==> src/rtl/alu_pipe.sv <==
// alu_pipe: ALU with registered result and flags behind a valid/ready handshake.
// Single-cycle opcodes load the result on the accept edge. Multiply runs as an
// iterative shift-add over OPERAND_WIDTH cycles.
// Optional feature: define ALU_PIPE_MUL_EN to build the multiplier (opcode 1011).
// Without it, 1011 is decoded as an illegal opcode.
module alu_pipe #(
  parameter int unsigned OPERAND_WIDTH  = 16,
  parameter int unsigned NUM_OPERATIONS = 4
) (
  input  logic                      clk,
  input  logic                      rst,
  input  logic                      in_valid,
  output logic                      in_ready,
  input  logic [OPERAND_WIDTH-1:0]  InA,
  input  logic [OPERAND_WIDTH-1:0]  InB,
  input  logic                      Cin,
  input  logic                      invA,
  input  logic                      invB,
  input  logic                      sign,
  input  logic [NUM_OPERATIONS-1:0] Oper,
  output logic                      out_valid,
  input  logic                      out_ready,
  output logic [OPERAND_WIDTH-1:0]  Out,
  output logic                      Zero,
  output logic                      Ofl,
  output logic                      Cout,
  output logic                      signFlag,
  output logic                      err
);

  localparam int unsigned W  = OPERAND_WIDTH;
  localparam int unsigned SW = $clog2(OPERAND_WIDTH);

  localparam logic [NUM_OPERATIONS-1:0] OP_ROL = NUM_OPERATIONS'(0);
  localparam logic [NUM_OPERATIONS-1:0] OP_SLL = NUM_OPERATIONS'(1);
  localparam logic [NUM_OPERATIONS-1:0] OP_SRA = NUM_OPERATIONS'(2);
  localparam logic [NUM_OPERATIONS-1:0] OP_SRL = NUM_OPERATIONS'(3);
  localparam logic [NUM_OPERATIONS-1:0] OP_ADD = NUM_OPERATIONS'(4);
  localparam logic [NUM_OPERATIONS-1:0] OP_AND = NUM_OPERATIONS'(5);
  localparam logic [NUM_OPERATIONS-1:0] OP_OR  = NUM_OPERATIONS'(6);
  localparam logic [NUM_OPERATIONS-1:0] OP_XOR = NUM_OPERATIONS'(7);
  localparam logic [NUM_OPERATIONS-1:0] OP_SHH = NUM_OPERATIONS'(8);
  localparam logic [NUM_OPERATIONS-1:0] OP_REV = NUM_OPERATIONS'(9);
  localparam logic [NUM_OPERATIONS-1:0] OP_ROR = NUM_OPERATIONS'(10);
`ifdef ALU_PIPE_MUL_EN
  localparam logic [NUM_OPERATIONS-1:0] OP_MUL = NUM_OPERATIONS'(11);
`endif

  // DONE is never the landing state of a multiply: the completion edge goes
  // straight to IDLE so the result can drain alongside a new accept. A stray
  // DONE recovers to IDLE on the next edge.
`ifdef ALU_PIPE_MUL_EN
  typedef enum logic [1:0] {IDLE = 2'd0, MUL = 2'd1, DONE = 2'd2} state_t;
  localparam logic [W-1:0]    ONE_W   = W'(1);
  localparam logic [2*W-1:0]  ONE_2W  = (2*W)'(1);
  localparam logic [SW-1:0]   CNT_ONE = SW'(1);
`else
  typedef enum logic [1:0] {IDLE = 2'd0, DONE = 2'd2} state_t;
`endif

  state_t         state_q, state_d;
  logic           out_valid_q, out_valid_d;
  logic [W-1:0]   out_q, out_d;
  logic           zero_q, zero_d;
  logic           ofl_q, ofl_d;
  logic           cout_q, cout_d;
  logic           sign_q, sign_d;
  logic           err_q, err_d;

  logic [W-1:0]   a, b;
  logic [SW-1:0]  amt;
  logic [W:0]     sum;
  logic [2*W-1:0] rot_l, rot_r;
  logic [W-1:0]   rev;
  logic [W-1:0]   alu_res;
  logic           alu_ofl, alu_cout, alu_err;
  logic           accept;
  logic           load;
  logic [W-1:0]   load_res;
  logic           load_ofl, load_cout, load_err;

`ifdef ALU_PIPE_MUL_EN
  logic           op_is_mul;
  logic [SW-1:0]  cnt_q, cnt_d;
  logic [2*W-1:0] acc_q, acc_d;
  logic [2*W-1:0] mcand_q, mcand_d;
  logic [W-1:0]   mplier_q, mplier_d;
  logic           mul_neg_q, mul_neg_d;
  logic           mul_sgn_q, mul_sgn_d;
  logic [W-1:0]   mag_a, mag_b;
  logic [2*W-1:0] acc_sum, prod;
`endif

  // Operand conditioning: optional inversion and the shift/rotate amount
  always_comb begin
    a   = invA ? ~InA : InA;
    b   = invB ? ~InB : InB;
    amt = b[SW-1:0];
  end

  // Single-cycle opcode datapath evaluated on the presented operands
  always_comb begin
    alu_res  = '0;
    alu_ofl  = 1'b0;
    alu_cout = 1'b0;
    alu_err  = 1'b0;
    rev      = '0;
`ifdef ALU_PIPE_MUL_EN
    op_is_mul = 1'b0;
`endif
    sum   = {1'b0, a} + {1'b0, b} + {{W{1'b0}}, Cin};
    rot_l = {a, a} << amt;
    rot_r = {a, a} >> amt;
    for (int unsigned i = 0; i < W; i++) begin
      rev[i] = a[W-1-i];
    end
    case (Oper)
      OP_ROL: alu_res = rot_l[2*W-1:W];
      OP_SLL: alu_res = a << amt;
      OP_SRA: alu_res = $signed(a) >>> amt;
      OP_SRL: alu_res = a >> amt;
      OP_ADD: begin
        alu_res  = sum[W-1:0];
        alu_cout = sum[W];
        alu_ofl  = sign ? ((a[W-1] == b[W-1]) && (sum[W-1] != a[W-1])) : sum[W];
      end
      OP_AND: alu_res = a & b;
      OP_OR:  alu_res = a | b;
      OP_XOR: alu_res = a ^ b;
      OP_SHH: alu_res = a << (W / 2);
      OP_REV: alu_res = rev;
      OP_ROR: alu_res = rot_r[W-1:0];
`ifdef ALU_PIPE_MUL_EN
      OP_MUL: op_is_mul = 1'b1;
`endif
      default: alu_err = 1'b1;
    endcase
  end

`ifdef ALU_PIPE_MUL_EN
  // Multiplier support: operand magnitudes, one shift-add step, final sign fix-up
  always_comb begin
    mag_a   = (sign && a[W-1]) ? (~a + ONE_W) : a;
    mag_b   = (sign && b[W-1]) ? (~b + ONE_W) : b;
    acc_sum = mplier_q[0] ? (acc_q + mcand_q) : acc_q;
    prod    = mul_neg_q ? (~acc_sum + ONE_2W) : acc_sum;
  end
`endif

  // Control FSM plus result-register next-state
  always_comb begin
    state_d     = state_q;
    out_valid_d = out_valid_q;
    out_d       = out_q;
    zero_d      = zero_q;
    ofl_d       = ofl_q;
    cout_d      = cout_q;
    sign_d      = sign_q;
    err_d       = err_q;
    load        = 1'b0;
    load_res    = '0;
    load_ofl    = 1'b0;
    load_cout   = 1'b0;
    load_err    = 1'b0;
`ifdef ALU_PIPE_MUL_EN
    cnt_d     = cnt_q;
    acc_d     = acc_q;
    mcand_d   = mcand_q;
    mplier_d  = mplier_q;
    mul_neg_d = mul_neg_q;
    mul_sgn_d = mul_sgn_q;
`endif

    in_ready = (state_q == IDLE) && (!out_valid_q || out_ready);
    accept   = in_valid && in_ready;

    if (out_valid_q && out_ready) begin
      out_valid_d = 1'b0;
    end

    case (state_q)
      IDLE: begin
        if (accept) begin
`ifdef ALU_PIPE_MUL_EN
          if (op_is_mul) begin
            state_d   = MUL;
            cnt_d     = '0;
            acc_d     = '0;
            mcand_d   = {{W{1'b0}}, mag_a};
            mplier_d  = mag_b;
            mul_neg_d = sign && (a[W-1] ^ b[W-1]);
            mul_sgn_d = sign;
          end else
`endif
          begin
            load      = 1'b1;
            load_res  = alu_res;
            load_ofl  = alu_ofl;
            load_cout = alu_cout;
            load_err  = alu_err;
          end
        end
      end
`ifdef ALU_PIPE_MUL_EN
      MUL: begin
        acc_d    = acc_sum;
        mcand_d  = mcand_q << 1;
        mplier_d = mplier_q >> 1;
        cnt_d    = cnt_q + CNT_ONE;
        if (cnt_q == '1) begin
          state_d  = IDLE;
          cnt_d    = '0;
          load     = 1'b1;
          load_res = prod[W-1:0];
          load_ofl = mul_sgn_q ? (prod[2*W-1:W] != {W{prod[W-1]}})
                               : (prod[2*W-1:W] != '0);
        end
      end
`endif
      default: state_d = IDLE;
    endcase

    if (load) begin
      out_valid_d = 1'b1;
      out_d       = load_res;
      zero_d      = (load_res == '0);
      sign_d      = load_res[W-1];
      ofl_d       = load_ofl;
      cout_d      = load_cout;
      err_d       = load_err;
    end
  end

  // State and result registers
  always_ff @(posedge clk or posedge rst) begin
    if (rst) begin
      state_q     <= IDLE;
      out_valid_q <= 1'b0;
      out_q       <= '0;
      zero_q      <= 1'b0;
      ofl_q       <= 1'b0;
      cout_q      <= 1'b0;
      sign_q      <= 1'b0;
      err_q       <= 1'b0;
`ifdef ALU_PIPE_MUL_EN
      cnt_q       <= '0;
      acc_q       <= '0;
      mcand_q     <= '0;
      mplier_q    <= '0;
      mul_neg_q   <= 1'b0;
      mul_sgn_q   <= 1'b0;
`endif
    end else begin
      state_q     <= state_d;
      out_valid_q <= out_valid_d;
      out_q       <= out_d;
      zero_q      <= zero_d;
      ofl_q       <= ofl_d;
      cout_q      <= cout_d;
      sign_q      <= sign_d;
      err_q       <= err_d;
`ifdef ALU_PIPE_MUL_EN
      cnt_q       <= cnt_d;
      acc_q       <= acc_d;
      mcand_q     <= mcand_d;
      mplier_q    <= mplier_d;
      mul_neg_q   <= mul_neg_d;
      mul_sgn_q   <= mul_sgn_d;
`endif
    end
  end

  // Output mapping
  always_comb begin
    out_valid = out_valid_q;
    Out       = out_q;
    Zero      = zero_q;
    Ofl       = ofl_q;
    Cout      = cout_q;
    signFlag  = sign_q;
    err       = err_q;
  end

endmodule

==> config.mk <==
export PLATFORM = sky130hd
export DESIGN_NAME = alu_pipe
export DESIGN_NICKNAME = d
export VERILOG_FILES = /design/src/rtl/alu_pipe.sv
export SDC_FILE = /design/constraint.sdc
export NUM_CORES = 1
export LEC_CHECK = 0
export ABC_AREA = 1
export CORE_MARGIN = 1
export CORE_UTILIZATION = 50
export DETAILED_ROUTE_END_ITERATION = 12
export PLACE_DENSITY = 0.73
export SYNTH_ARGS = -nofsm -noshare
export SYNTH_HDL_FRONTEND = slang
export SYNTH_SLANG_ARGS = --single-unit
==> constraint.sdc <==
create_clock -name clk -period 2.2 [get_ports clk]
set_clock_uncertainty 0.2 [all_clocks]
set_input_delay 0.22 -clock clk [delete_from_list [all_inputs] [get_ports clk]]
set_output_delay 0.22 -clock clk [all_outputs]
set_load 0.01 [all_outputs]
==> metrics.md, run 1 <==
| Metric | Value |
|---|---|
| Clock sinks | `21` |
| Row cnt | `36` |
| Hold-fix buffers at CTS | `0` |
| Initial Util | `0.524` |
| Net Count, Synth | `1079` |
| Post-Syn Instances | `1001` |
| Exit stage | `global routing` |
| Warnings, synthesis | `0` |
| Sequential area share after synthesis | `0.101` |
| Post-synth top area share | `0.271` |
| Total track usage | `0.754` |
| Status | `aborted with a tool error` |
| PortBufs | `66` |
| Number of global-route vias before repair | `10400` |
| Stop err | `[ERROR GRT-0116] Global routing finished with congestion. Check the congestion regions in the DRC Viewer.` |
| Die width | `104 um` |
| Mean Syn Cell Area | `5.21 um2` |
| Dpl hpwl | `19.5 mm` |
| Root cell of the clock tree | `clkbuf_8` |
| EDFF count, synth | `0` |
| # IOs | `67` |
| Distinct cells, synth | `41` |
| Primary FF master, synth | `dfrtp_1` |
| Syn Std Cell Area | `5220 um2` |
| Largest net degree at the start of global routing | `31` |
| Maximum root-to-sink buffer count | `2` |
| Die H | `104 um` |
| Post-synth ARST share | `1.00` |
| Area leader, netlist | `nand2_1` |
| TritonCTS buffer count | `3` |
| Synth area leaders | `nand2_1 (27%), nand3_1 (20%), dfrtp_1 (10%)` |
| First-pass GRT wire length | `61.9 mm` |
| Final global-route overflow total | `54` |
| Placer Congestion | `1.06` |
| #FFs+latches synth | `21` |
| H-tree lvl count | `1` |
-- kinds of logic after synthesis --
kind of cell | after synthesis | synth area share
compound gates | 87 | 0.0971
xor+xnor | 14 | 0.0307
fa+ha+maj | 34 | 0.0830
buf+inv | 142 | 0.116
flops | 21 | 0.101
simple gates | 703 | 0.573
-- cells in the mapped netlist, types with 4 or more instances --
cell      number
a21oi_1       30
buf_2         15
buf_6          5
clkbuf_1      10
dfrtp_1       21
ha_1          33
inv_1        101
inv_2          4
nand2_1      376
nand2_2        5
nand3_1      205
nand4_1       10
nor2_1        91
o211ai_1       4
o21ai_0       19
o21ai_1        7
o21bai_1       5
o22ai_1       12
xnor2_1       12
-- through the flow --
stage	util	hold WS (ns)	worst slack, ns	std cells	area [um2]
CTS	0.860	0.0828	-0.212	1397	8560
detailed placement	0.762	0.264	-1.08	1353	7590
floorplan	-	-0.00347	-0.168	1001	5510
global placement	0.762	0.262	-0.998	1353	7590
-- metal layers --
metal / overflow / GRT usage
met1: 0 / 0.754
met2: 28 / 0.928
met4: 25 / 0.772
met3: 1 / 0.597
met5: 0 / 0.100
-- what timing repair did --
action	4_1_cts
buffers inserted	39
endpoints found under the setup margin	19
gates resized for setup	244
endpoints found under the hold margin	0
pin swaps	111
cloned	2
==> inputs of run 2 (changes only) <==
--- a/config.mk
+++ b/config.mk
@@ -7,9 +7,9 @@
 export LEC_CHECK = 0
 export ABC_AREA = 1
 export CORE_MARGIN = 1
-export CORE_UTILIZATION = 50
+export CORE_UTILIZATION = 35
 export DETAILED_ROUTE_END_ITERATION = 12
-export PLACE_DENSITY = 0.73
+export PLACE_DENSITY_LB_ADDON = 0.15
 export SYNTH_ARGS = -nofsm -noshare
 export SYNTH_HDL_FRONTEND = slang
 export SYNTH_SLANG_ARGS = --single-unit
==> metrics.md, run 2 <==
| Metric | Value |
|---|---|
| Status | `complete, but fails checks` |
| Failing checks | `negative setup slack` |
| Layout cells sized above 1 | `0.369` |
| Drt pass-1 iters | `6` |
| Worst r2r dst | `Zero$_DFFE_PP0P_` |
| Post-Syn Instances | `1001` |
| Int Pwr | `2.06 mW` |
| Reg clk slew, reported paths | `0.06 ns` |
| Wire length per cell | `18.0 um` |
| Post-synth ARST share | `1.00` |
| Largest net degree at the start of global routing | `36` |
| Initial antenna violation count | `0` |
| Ant diodes | `0` |
| CP Launch Type | `input port` |
| Mean Syn Cell Area | `5.21 um2` |
| Worst EP arrival | `2.43 ns` |
| Clock sinks | `21` |
| Final Hold Vio Count | `0` |
| Maximum root-to-sink buffer count | `2` |
| R2R cell count | `8` |
| Total track usage | `0.330` |
| Most frequent cells in the layout | `nand2_1 (302), buf_4 (191), nand3_1 (183), nor2_1 (69), inv_1 (69)` |
| Die H | `124 um` |
| Commonest non-fill, non-tap cell in the layout | `nand2_1` |
| Root cell of the clock tree | `clkbuf_16` |
| CTS tree | `built` |
| Primary FF master, synth | `dfrtp_1` |
| CP max stage cell | `ha_4` |
| Row cnt | `44` |
| Critical path origin | `invB` |
| WP buf/inv | `5` |
| Crit path required time | `2.20 ns` |
| Layout Nets | `1341` |
| Vias | `8026` |
| Most common cell in the netlist | `nand2_1` |
| Syn Std Cell Area | `5220 um2` |
| DR DRC count | `0` |
| Psw | `1.84 mW` |
| Net Count, Synth | `1079` |
| RSZ-0062 raised after global routing | `yes` |
| Place WS | `-1.01 ns` |
| Setup ws final | `-0.230 ns` |
| Area Overhead vs Synth | `72.0%` |
| Final hold slack | `0.0923 ns` |
| Clock Power Share | `0.102` |
| Reg2Reg Setup Slack | `0.43 ns` |
| Critical path capture point type | `flop` |
| Post-synth top area share | `0.271` |
| Critical-path maximum fanout | `7` |
| Max Cap Viol | `0` |
| Die width | `124 um` |
| Initial Util | `0.359` |
| First-pass GRT wire length | `38.2 mm` |
| Routed wire length | `26.0 mm` |
| Hold-fix buffers at CTS | `0` |
| Fin. max-slew vios | `0` |
| Cell mode on critical path | `nand2_1` |
| Number of global-route vias before repair | `7209` |
| Placer Congestion | `1.04` |
| Worst setup path endpoint | `Zero$_DFFE_PP0P_` |
| Sequential area share after synthesis | `0.101` |
| Initial DRC count | `937` |
| EDFF count, synth | `0` |
| Final global-route overflow total | `0` |
| Net switching fraction of the power | `0.472` |
| Reg power frac | `0.128` |
| Warnings, synthesis | `0` |
| Most frequent cells after synthesis | `nand2_1 (376), nand3_1 (205), inv_1 (101)` |
| Worst-margin pin slew | `0.507 ns` |
| PortBufs | `66` |
| Class of the worst hold path | `in -> async` |
| Total stage count of the critical path | `19` |
| Pwr/cell area | `434 nW/um2` |
| Max stage delay on crit path | `0.29 ns` |
| Achievable Freq | `412 MHz` |
| Final setup fails | `14` |
| Area leader, netlist | `nand2_1` |
| Via/cell ratio | `5.55` |
| CP Cell Sequence | `buf_12 -> buf_12 -> buf_12 -> xnor2_2 -> inv_1 -> ha_4 -> nand2_2 -> o211ai_1 -> nor2_2 -> nand2_1 -> inv_1 -> nand2_1 -> nor2_1 -> nand3_1 -> nand2_1 -> nand2_1 -> nor2_1 -> nand4_1 -> nand2_1` |
| TritonCTS buffer count | `3` |
| Area of the die | `15400 um2` |
| Clk Latency, worst-skew pair | `0.25 ns` |
| Max transition margin | `0.660` |
| Leak | `4.65 nW` |
| Filler cells | `1384` |
| Worst R2R Start | `out_valid$_DFFE_PP0P_` |
| Synth area leaders | `nand2_1 (27%), nand3_1 (20%), dfrtp_1 (10%)` |
| Largest register FFs | `16` |
| H-tree lvl count | `1` |
| Total negative slack | `-1.34 ns` |
| Distinct cells, synth | `41` |
| Peak supply drop | `0.251 mV` |
| Tmin final | `2.43 ns` |
| Crit path kind | `in -> reg` |
| Core box area | `14500 um2` |
| Gate power share | `0.770` |
| Period utilisation layout | `1.10` |
| #FFs+latches synth | `21` |
| # IOs | `67` |
| Cell family with most CP delay | `simple AND/OR/NAND/NOR gates` |
| Antenna Nets Post-Route | `0` |
| Dpl hpwl | `19.7 mm` |
[run 2: how the worst min path moves through the flow]
stage / startpoint / to / slack (ns) / cells past startpoint
after floorplan: rst / Cout$_DFFE_PP0P_ / -0.003 / 1
after global placement: Out[2]$_DFFE_PP0P_ / Out[2]$_DFFE_PP0P_ / 0.26 / 2
after detailed placement: Out[11]$_DFFE_PP0P_ / Out[11]$_DFFE_PP0P_ / 0.26 / 2
after CTS: rst / Out[0]$_DFFE_PP0P_ / 0.11 / 3
after global routing: rst / Out[3]$_DFFE_PP0P_ / 0.16 / 3
final: rst / Out[1]$_DFFE_PP0P_ / 0.09 / 3
[run 2: worst reg2reg max path, stage by stage (launching register included)]
cell	delay (ns)
dfrtp_1	0.34
nand2_1	0.09
nand2_1	0.09
clkinv_1	0.42
nand2_1	0.25
nand2_1	0.07
nor2_1	0.10
nand4_1	0.09
nand2_1	0.07
[run 2: stage by stage]
| stage | area [um2] | total power [mW] | instances | utilization |
|---|---|---|---|---|
| 2_1_floorplan | 5510 | 1.80 | 1001 | - |
| 3_3_place_gp | 7570 | 2.87 | 1396 | 0.521 |
| 3_5_place_dp | 7570 | 2.87 | 1396 | 0.521 |
| 4_1_cts | 8490 | 3.60 | 1430 | 0.584 |
| 5_1_grt | 8970 | 4.12 | 1446 | 0.617 |
| 6_report | 8970 | 3.89 | 1446 | 0.617 |
[run 2: repair_timing]
item / in CTS / in global routing
buffers inserted: 31 / 15
endpoints found under the setup margin: 19 / 19
gates cloned: 2 / 3
pin swaps: 102 / 90
resized for setup: 200 / 112
[run 2: power groups by stage]
| stage | registers [mW] | logic [mW] | clock network, mW |
|---|---|---|---|
| floorplan | 0.537 | 1.26 | 0 |
| finish | 0.499 | 3.00 | 0.396 |
| global placement | 0.505 | 2.36 | 0 |
| detailed placement | 0.506 | 2.37 | 0 |
| CTS | 0.500 | 2.70 | 0.398 |
| global route | 0.509 | 3.20 | 0.413 |
[run 2: area by class of cell]
class | instances | area, um2 | area share
flip-flops and latches | 21 | 526 | 0.0586
clock inverters | 1 | 5.00 | 0.000558
inverters | 108 | 439 | 0.0489
repair buffers | 288 | 2520 | 0.281
multi-input cells | 841 | 5180 | 0.577
well taps | 184 | 230 | 0.0257
clock buffers | 3 | 75.1 | 0.00837
[run 2: per-layer routing]
layer	vias up	wire [um]	part of all wire	global-route usage
met5	-	0	0	0
met4	0	1680	0.064	0.170
met3	121	2150	0.083	0.0389
met2	441	11400	0.44	0.516
met1	3672	10800	0.42	0.442
li1	3792	-	-	-
[run 2: logic make-up after synthesis]
logic type | Yosys count | synth area share
AND/OR/NAND/NOR | 703 | 0.573
buffers and inverters | 142 | 0.116
AO/OA/AOI/OAI | 87 | 0.0971
adder cells (fa/ha/maj) | 34 | 0.0830
flip-flops | 21 | 0.101
XOR/XNOR | 14 | 0.0307
Note: power is estimated with default switching activity, not from simulation.
==> inputs of run 3 (changes only) <==
--- a/config.mk
+++ b/config.mk
@@ -6,9 +6,12 @@
 export NUM_CORES = 1
 export LEC_CHECK = 0
 export ABC_AREA = 1
+export CELL_PAD_IN_SITES_DETAIL_PLACEMENT = 0
+export CELL_PAD_IN_SITES_GLOBAL_PLACEMENT = 1
 export CORE_MARGIN = 1
 export CORE_UTILIZATION = 35
 export DETAILED_ROUTE_END_ITERATION = 12
+export GPL_ROUTABILITY_DRIVEN = 0
 export PLACE_DENSITY_LB_ADDON = 0.15
 export SYNTH_ARGS = -nofsm -noshare
 export SYNTH_HDL_FRONTEND = slang
==> metrics.md, run 3 (synthesized netlist as in run 2, its figures left out) <==
| Metric | Value |
|---|---|
| Setup ws final | `-0.216 ns` |
| Fin. max-slew vios | `0` |
| Reg2Reg Setup Slack | `0.48 ns` |
| Area Overhead vs Synth | `69.4%` |
| Final global-route overflow total | `0` |
| Crit path required time | `2.20 ns` |
| First-pass GRT wire length | `37.3 mm` |
| Placed Instance Area | `7560 um2` |
| Critical-path maximum fanout | `10` |
| WP buf/inv | `5` |
| # IOs | `67` |
| Max stage delay on crit path | `0.29 ns` |
| Achievable Freq | `414 MHz` |
| RSZ-0062 raised after global routing | `yes` |
| CP Launch Type | `input port` |
| Class of the worst hold path | `in -> async` |
| Largest net degree at the start of global routing | `28` |
| DR DRC count | `0` |
| Layout Utilization | `0.608` |
| Die H | `124 um` |
| Dpl hpwl | `19.6 mm` |
| Maximum root-to-sink buffer count | `2` |
| Wire length per cell | `17.4 um` |
| Failing checks | `negative setup slack` |
| Worst R2R Start | `out_valid$_DFFE_PP0P_` |
| Cell mode on critical path | `nand2_1` |
| Worst EP arrival | `2.41 ns` |
| TritonCTS buffer count | `3` |
| Status | `complete, but fails checks` |
| Finished layout cell area | `8840 um2` |
| Final setup fails | `11` |
| Initial DRC count | `652` |
| Max transition margin | `0.661` |
| Total track usage | `0.324` |
| Clock sinks | `21` |
| Peak supply drop | `0.335 mV` |
| R2R cell count | `8` |
| Total negative slack | `-0.912 ns` |
| Root cell of the clock tree | `clkbuf_16` |
| Via/cell ratio | `5.39` |
| Area of the die | `15400 um2` |
| Clk Latency, worst-skew pair | `0.26 ns` |
| Initial Util | `0.359` |
| Reg clk slew, reported paths | `0.06 ns` |
| Crit path kind | `in -> reg` |
| Row cnt | `44` |
| Tmin final | `2.42 ns` |
| Most frequent cells in the layout | `nand2_1 (295), nand3_1 (178), buf_4 (161), nand2_2 (73), inv_1 (70)` |
| Hold-fix buffers at CTS | `0` |
| Ant diodes | `0` |
| Drt pass-1 iters | `6` |
| PortBufs | `66` |
| Final Hold Vio Count | `0` |
| Antenna Nets Post-Route | `0` |
| Layout cells sized above 1 | `0.365` |
| CP max stage cell | `ha_4` |
| Core box area | `14500 um2` |
| Largest register FFs | `16` |
| Layout Nets | `1314` |
| Die width | `124 um` |
| Routed wire length | `24.7 mm` |
| CP Cell Sequence | `buf_12 -> buf_12 -> xnor2_4 -> inv_2 -> ha_4 -> inv_1 -> o21ai_1 -> inv_1 -> nor2_1 -> nor2_2 -> nand2_4 -> nand3_2 -> nand2_2 -> nand2_1 -> nand3_2 -> nand3_1 -> nand2_1 -> nand2_1 -> nor2_1 -> nand4_1 -> nand2_1` |
| Critical path capture point type | `flop` |
| Initial antenna violation count | `0` |
| Cell family with most CP delay | `simple AND/OR/NAND/NOR gates` |
| Max Cap Viol | `0` |
| H-tree lvl count | `1` |
| CTS tree | `built` |
| Vias | `7647` |
| Leak | `4.53 nW` |
| Period utilisation layout | `1.10` |
| Number of global-route vias before repair | `7100` |
| Worst r2r dst | `Zero$_DFFE_PP0P_` |
| Worst-margin pin slew | `0.506 ns` |
| Pwr/cell area | `437 nW/um2` |
| Commonest non-fill, non-tap cell in the layout | `nand2_1` |
run 3: changes by cell type in the layout (fill, tap and decap cells not counted), sizes merged:
cell	previous run	this run
clkdlybuf4s15	0	4
buf	225	199
clkinv	3	4
clkdlybuf4s50	32	30
nor2	93	92
clkbuf	5	4
bufbuf	1	2
inv	106	105
dlygate4sd2	25	27
nand2	384	382
dlymetal6s2s	3	1
run 3: worst reg2reg max path, stage by stage, from the launching register on:
cell      delay (ns)
dfrtp_1         0.34
nand2_1         0.09
nand2_1         0.09
clkinv_1        0.36
nand2_1         0.25
nand2_1         0.07
nor2_1          0.11
nand4_1         0.10
nand2_1         0.06
run 3: how the worst max path moves through the flow:
| stage | startpoint | to | slack (ns) | depth (start not counted) |
|---|---|---|---|---|
| 4_1_cts | invA | Zero$_DFFE_PP0P_ | -0.18 | 18 |
| 5_1_grt | invA | Zero$_DFFE_PP0P_ | -0.32 | 23 |
| 2_1_floorplan | invB | Zero$_DFFE_PP0P_ | -0.17 | 21 |
| 3_5_place_dp | invA | Zero$_DFFE_PP0P_ | -0.99 | 19 |
| 3_3_place_gp | invA | Zero$_DFFE_PP0P_ | -1.02 | 19 |
| 6_report | invB | Zero$_DFFE_PP0P_ | -0.22 | 21 |
run 3: final cells by class:
type | count | area [um2]
Inverter | 108 | 433
Clock inverter | 1 | 5.00
Timing Repair Buffer | 264 | 2410
Clock buffer | 3 | 75.1
Tap cell | 184 | 230
Sequential cell | 21 | 526
Fill cell | 1397 | 5690
Multi-Input combinational cell | 838 | 5160
run 3: repair_timing:
action	in CTS	in global routing
setup endpoints to repair	19	19
pin swaps	126	64
buffers inserted	25	8
cloned	2	0
gates resized for setup	246	76
run 3: layer usage:
| layer | routed length (um) | track usage | share of wire |
|---|---|---|---|
| met2 | 11200 | 0.525 | 0.45 |
| met1 | 10300 | 0.417 | 0.42 |
| met3 | 1890 | 0.0472 | 0.077 |
| met5 | 0 | 0 | 0 |
| met4 | 1320 | 0.159 | 0.053 |
run 3: metrics by stage:
stage | power [mW] | std cells | setup slack [ns] | hold WS (ns)
after floorplan | 1.80 | 1001 | -0.168 | -0.00347
after global placement | 2.88 | 1389 | -1.02 | 0.264
after detailed placement | 2.88 | 1389 | -0.989 | 0.267
after CTS | 3.65 | 1416 | -0.180 | 0.0989
after global routing | 4.12 | 1419 | -0.322 | 0.144
final | 3.87 | 1419 | -0.216 | 0.0978
run 3: report_power, final:
group / leakage [nW] / switching (mW) / internal [mW] / total [mW]
clock network: 0.0409 / 0.153 / 0.245 / 0.397
logic: 4.22 / 1.62 / 1.34 / 2.97
registers: 0.271 / 0.0437 / 0.459 / 0.502
total: 4.53 / 1.82 / 2.04 / 3.87
==> inputs of run 4 (changes only) <==
--- a/config.mk
+++ b/config.mk
@@ -11,6 +11,7 @@
 export CORE_MARGIN = 1
 export CORE_UTILIZATION = 35
 export DETAILED_ROUTE_END_ITERATION = 12
+export DONT_BUFFER_PORTS = 1
 export GPL_ROUTABILITY_DRIVEN = 0
 export PLACE_DENSITY_LB_ADDON = 0.15
 export SYNTH_ARGS = -nofsm -noshare
==> constraint.sdc (replaced) <==
create_clock -name clk -period 2.2 [get_ports clk]
set_clock_uncertainty 0.2 [all_clocks]
set_input_delay 0.22 -clock clk [delete_from_list [all_inputs] [get_ports clk]]
set_output_delay 0.22 -clock clk [all_outputs]
set_load 0.005 [all_outputs]
==> metrics.md, run 4 (synthesized netlist as in run 2, its figures left out) <==
| Metric | Value |
|---|---|
| Area of the die | `15400 um2` |
| Place WS | `-0.373 ns` |
| Max Cap Viol | `0` |
| Dpl cells | `1310` |
| Wire length per cell | `17.9 um` |
| Clk Latency, worst-skew pair | `0.25 ns` |
| Achievable Freq | `458 MHz` |
| H-tree lvl count | `1` |
| First-pass GRT wire length | `35.7 mm` |
| Final global-route overflow total | `0` |
| Die H | `124 um` |
| Finished layout cell area | `7460 um2` |
| CP Launch Type | `input port` |
| Crit path kind | `in -> reg` |
| # IOs | `67` |
| Worst-margin pin slew | `0.814 ns` |
| Setup ws final | `0.0180 ns` |
| Storage element area | `526 um2` |
| Max stage delay on crit path | `0.28 ns` |
| Crit path required time | `2.20 ns` |
| Die width | `124 um` |
| TritonCTS buffer count | `3` |
| Status | `completed` |
| Overall power | `3.24 mW` |
| Critical-path maximum fanout | `19` |
| Initial antenna violation count | `0` |
| Non-Filler Instances | `1332` |
| Critical path capture point type | `flop` |
| Area Overhead vs Synth | `43.0%` |
| Final Hold Vio Count | `0` |
| Fin. max-slew vios | `0` |
| Layout Utilization | `0.514` |
| Antenna Nets Post-Route | `0` |
| Filler cells | `1601` |
| Multi-input logic area | `4730 um2` |
| Leak | `3.96 nW` |
| Layout Nets | `1227` |
| Total track usage | `0.311` |
| Pwr/cell area | `435 nW/um2` |
| Routed wire length | `23.9 mm` |
| Maximum root-to-sink buffer count | `2` |
| WP buf/inv | `1` |
| Number of global-route vias before repair | `6514` |
| Tmin final | `2.18 ns` |
| Largest net degree at the start of global routing | `36` |
| Commonest non-fill, non-tap cell in the layout | `nand2_1` |
| Initial DRC count | `705` |
| Drt pass-1 iters | `5` |
| Via/cell ratio | `5.39` |
| Peak supply drop | `0.334 mV` |
| Cell family with most CP delay | `simple AND/OR/NAND/NOR gates` |
| Cell mode on critical path | `nand2_2` |
| Root cell of the clock tree | `clkbuf_16` |
| Layout cells sized above 1 | `0.278` |
| Final setup fails | `0` |
| CP max stage cell | `ha_4` |
| Row cnt | `44` |
| Final hold slack | `0.00195 ns` |
| Largest register FFs | `16` |
| Worst EP arrival | `2.18 ns` |
| Period utilisation layout | `0.992` |
| Core box area | `14500 um2` |
| DR DRC count | `0` |
| Initial Util | `0.359` |
| Max transition margin | `0.457` |
| Class of the worst hold path | `in -> reg` |
| Most frequent cells in the layout | `nand2_1 (340), nand3_1 (189), buf_4 (162), inv_1 (93), nor2_1 (75)` |
| Ant diodes | `0` |
| CP Cell Sequence | `xor2_4 -> buf_4 -> ha_4 -> nand3_1 -> nand2_2 -> nand2_2 -> nand2_2 -> nand2_2 -> nand3_2 -> nand3_2 -> nor2_2 -> nand2_1 -> o21ai_1 -> nand2_1 -> nor2_1 -> nand4_1 -> nand2_1` |
| Placed Instance Area | `6790 um2` |
| Reg clk slew, reported paths | `0.06 ns` |
| Dpl hpwl | `19.4 mm` |
| Vias | `7180` |
| RSZ-0062 raised after global routing | `yes` |
| CTS tree | `built` |
| PortBufs | `0` |
| Clock sinks | `21` |
| Total negative slack | `0 ns` |
-- run 4: metal layers --
metal | track usage | vias to the layer above | wire length [um]
li1 | - | 3565 | -
met5 | 0 | - | 0
met2 | 0.511 | 272 | 11000
met4 | 0.0990 | 0 | 864
met1 | 0.426 | 3295 | 10500
met3 | 0.0293 | 48 | 1520
-- run 4: area by class of cell --
type,instances,share of cell area
tap,184,0.0308
sequential,21,0.0704
clock inverter,1,0.000671
timing repair buffer,177,0.195
multi-input combinational,838,0.634
inverter,108,0.0588
clock buffer,3,0.0101
-- run 4: power breakdown --
group          internal, mW  switching, mW  total, mW
sequential            0.459         0.0590      0.518
clock                 0.244          0.144      0.388
combinational         0.984           1.35       2.34
total                  1.69           1.56       3.24
-- run 4: worst paths after layout --
check                      cells after the start  slack, ns                  end                   from
setup / recovery                              17       0.02     Zero$_DFFE_PP0P_                   invB
hold / removal                                 2      0.002      Ofl$_DFFE_PP0P_                   sign
setup reg to reg                               8       0.35     Zero$_DFFE_PP0P_  out_valid$_DFFE_PP0P_
hold reg to reg                                2       0.30   Out[9]$_DFFE_PP0P_     Out[9]$_DFFE_PP0P_
max in group asynchronous                      2       0.93  Out[10]$_DFFE_PP0P_                    rst
min in group asynchronous                      2       0.36  Out[14]$_DFFE_PP0P_                    rst
-- run 4: timing repair --
| item | CTS | global route |
|---|---|---|
| gates resized for setup | 17 | 100 |
| setup buffers | 2 | 12 |
| setup endpoints to repair | 2 | 12 |
| hold endpoints to repair | 25 | 0 |
| hold buffers | 4 | 0 |
| pin swaps | 4 | 42 |
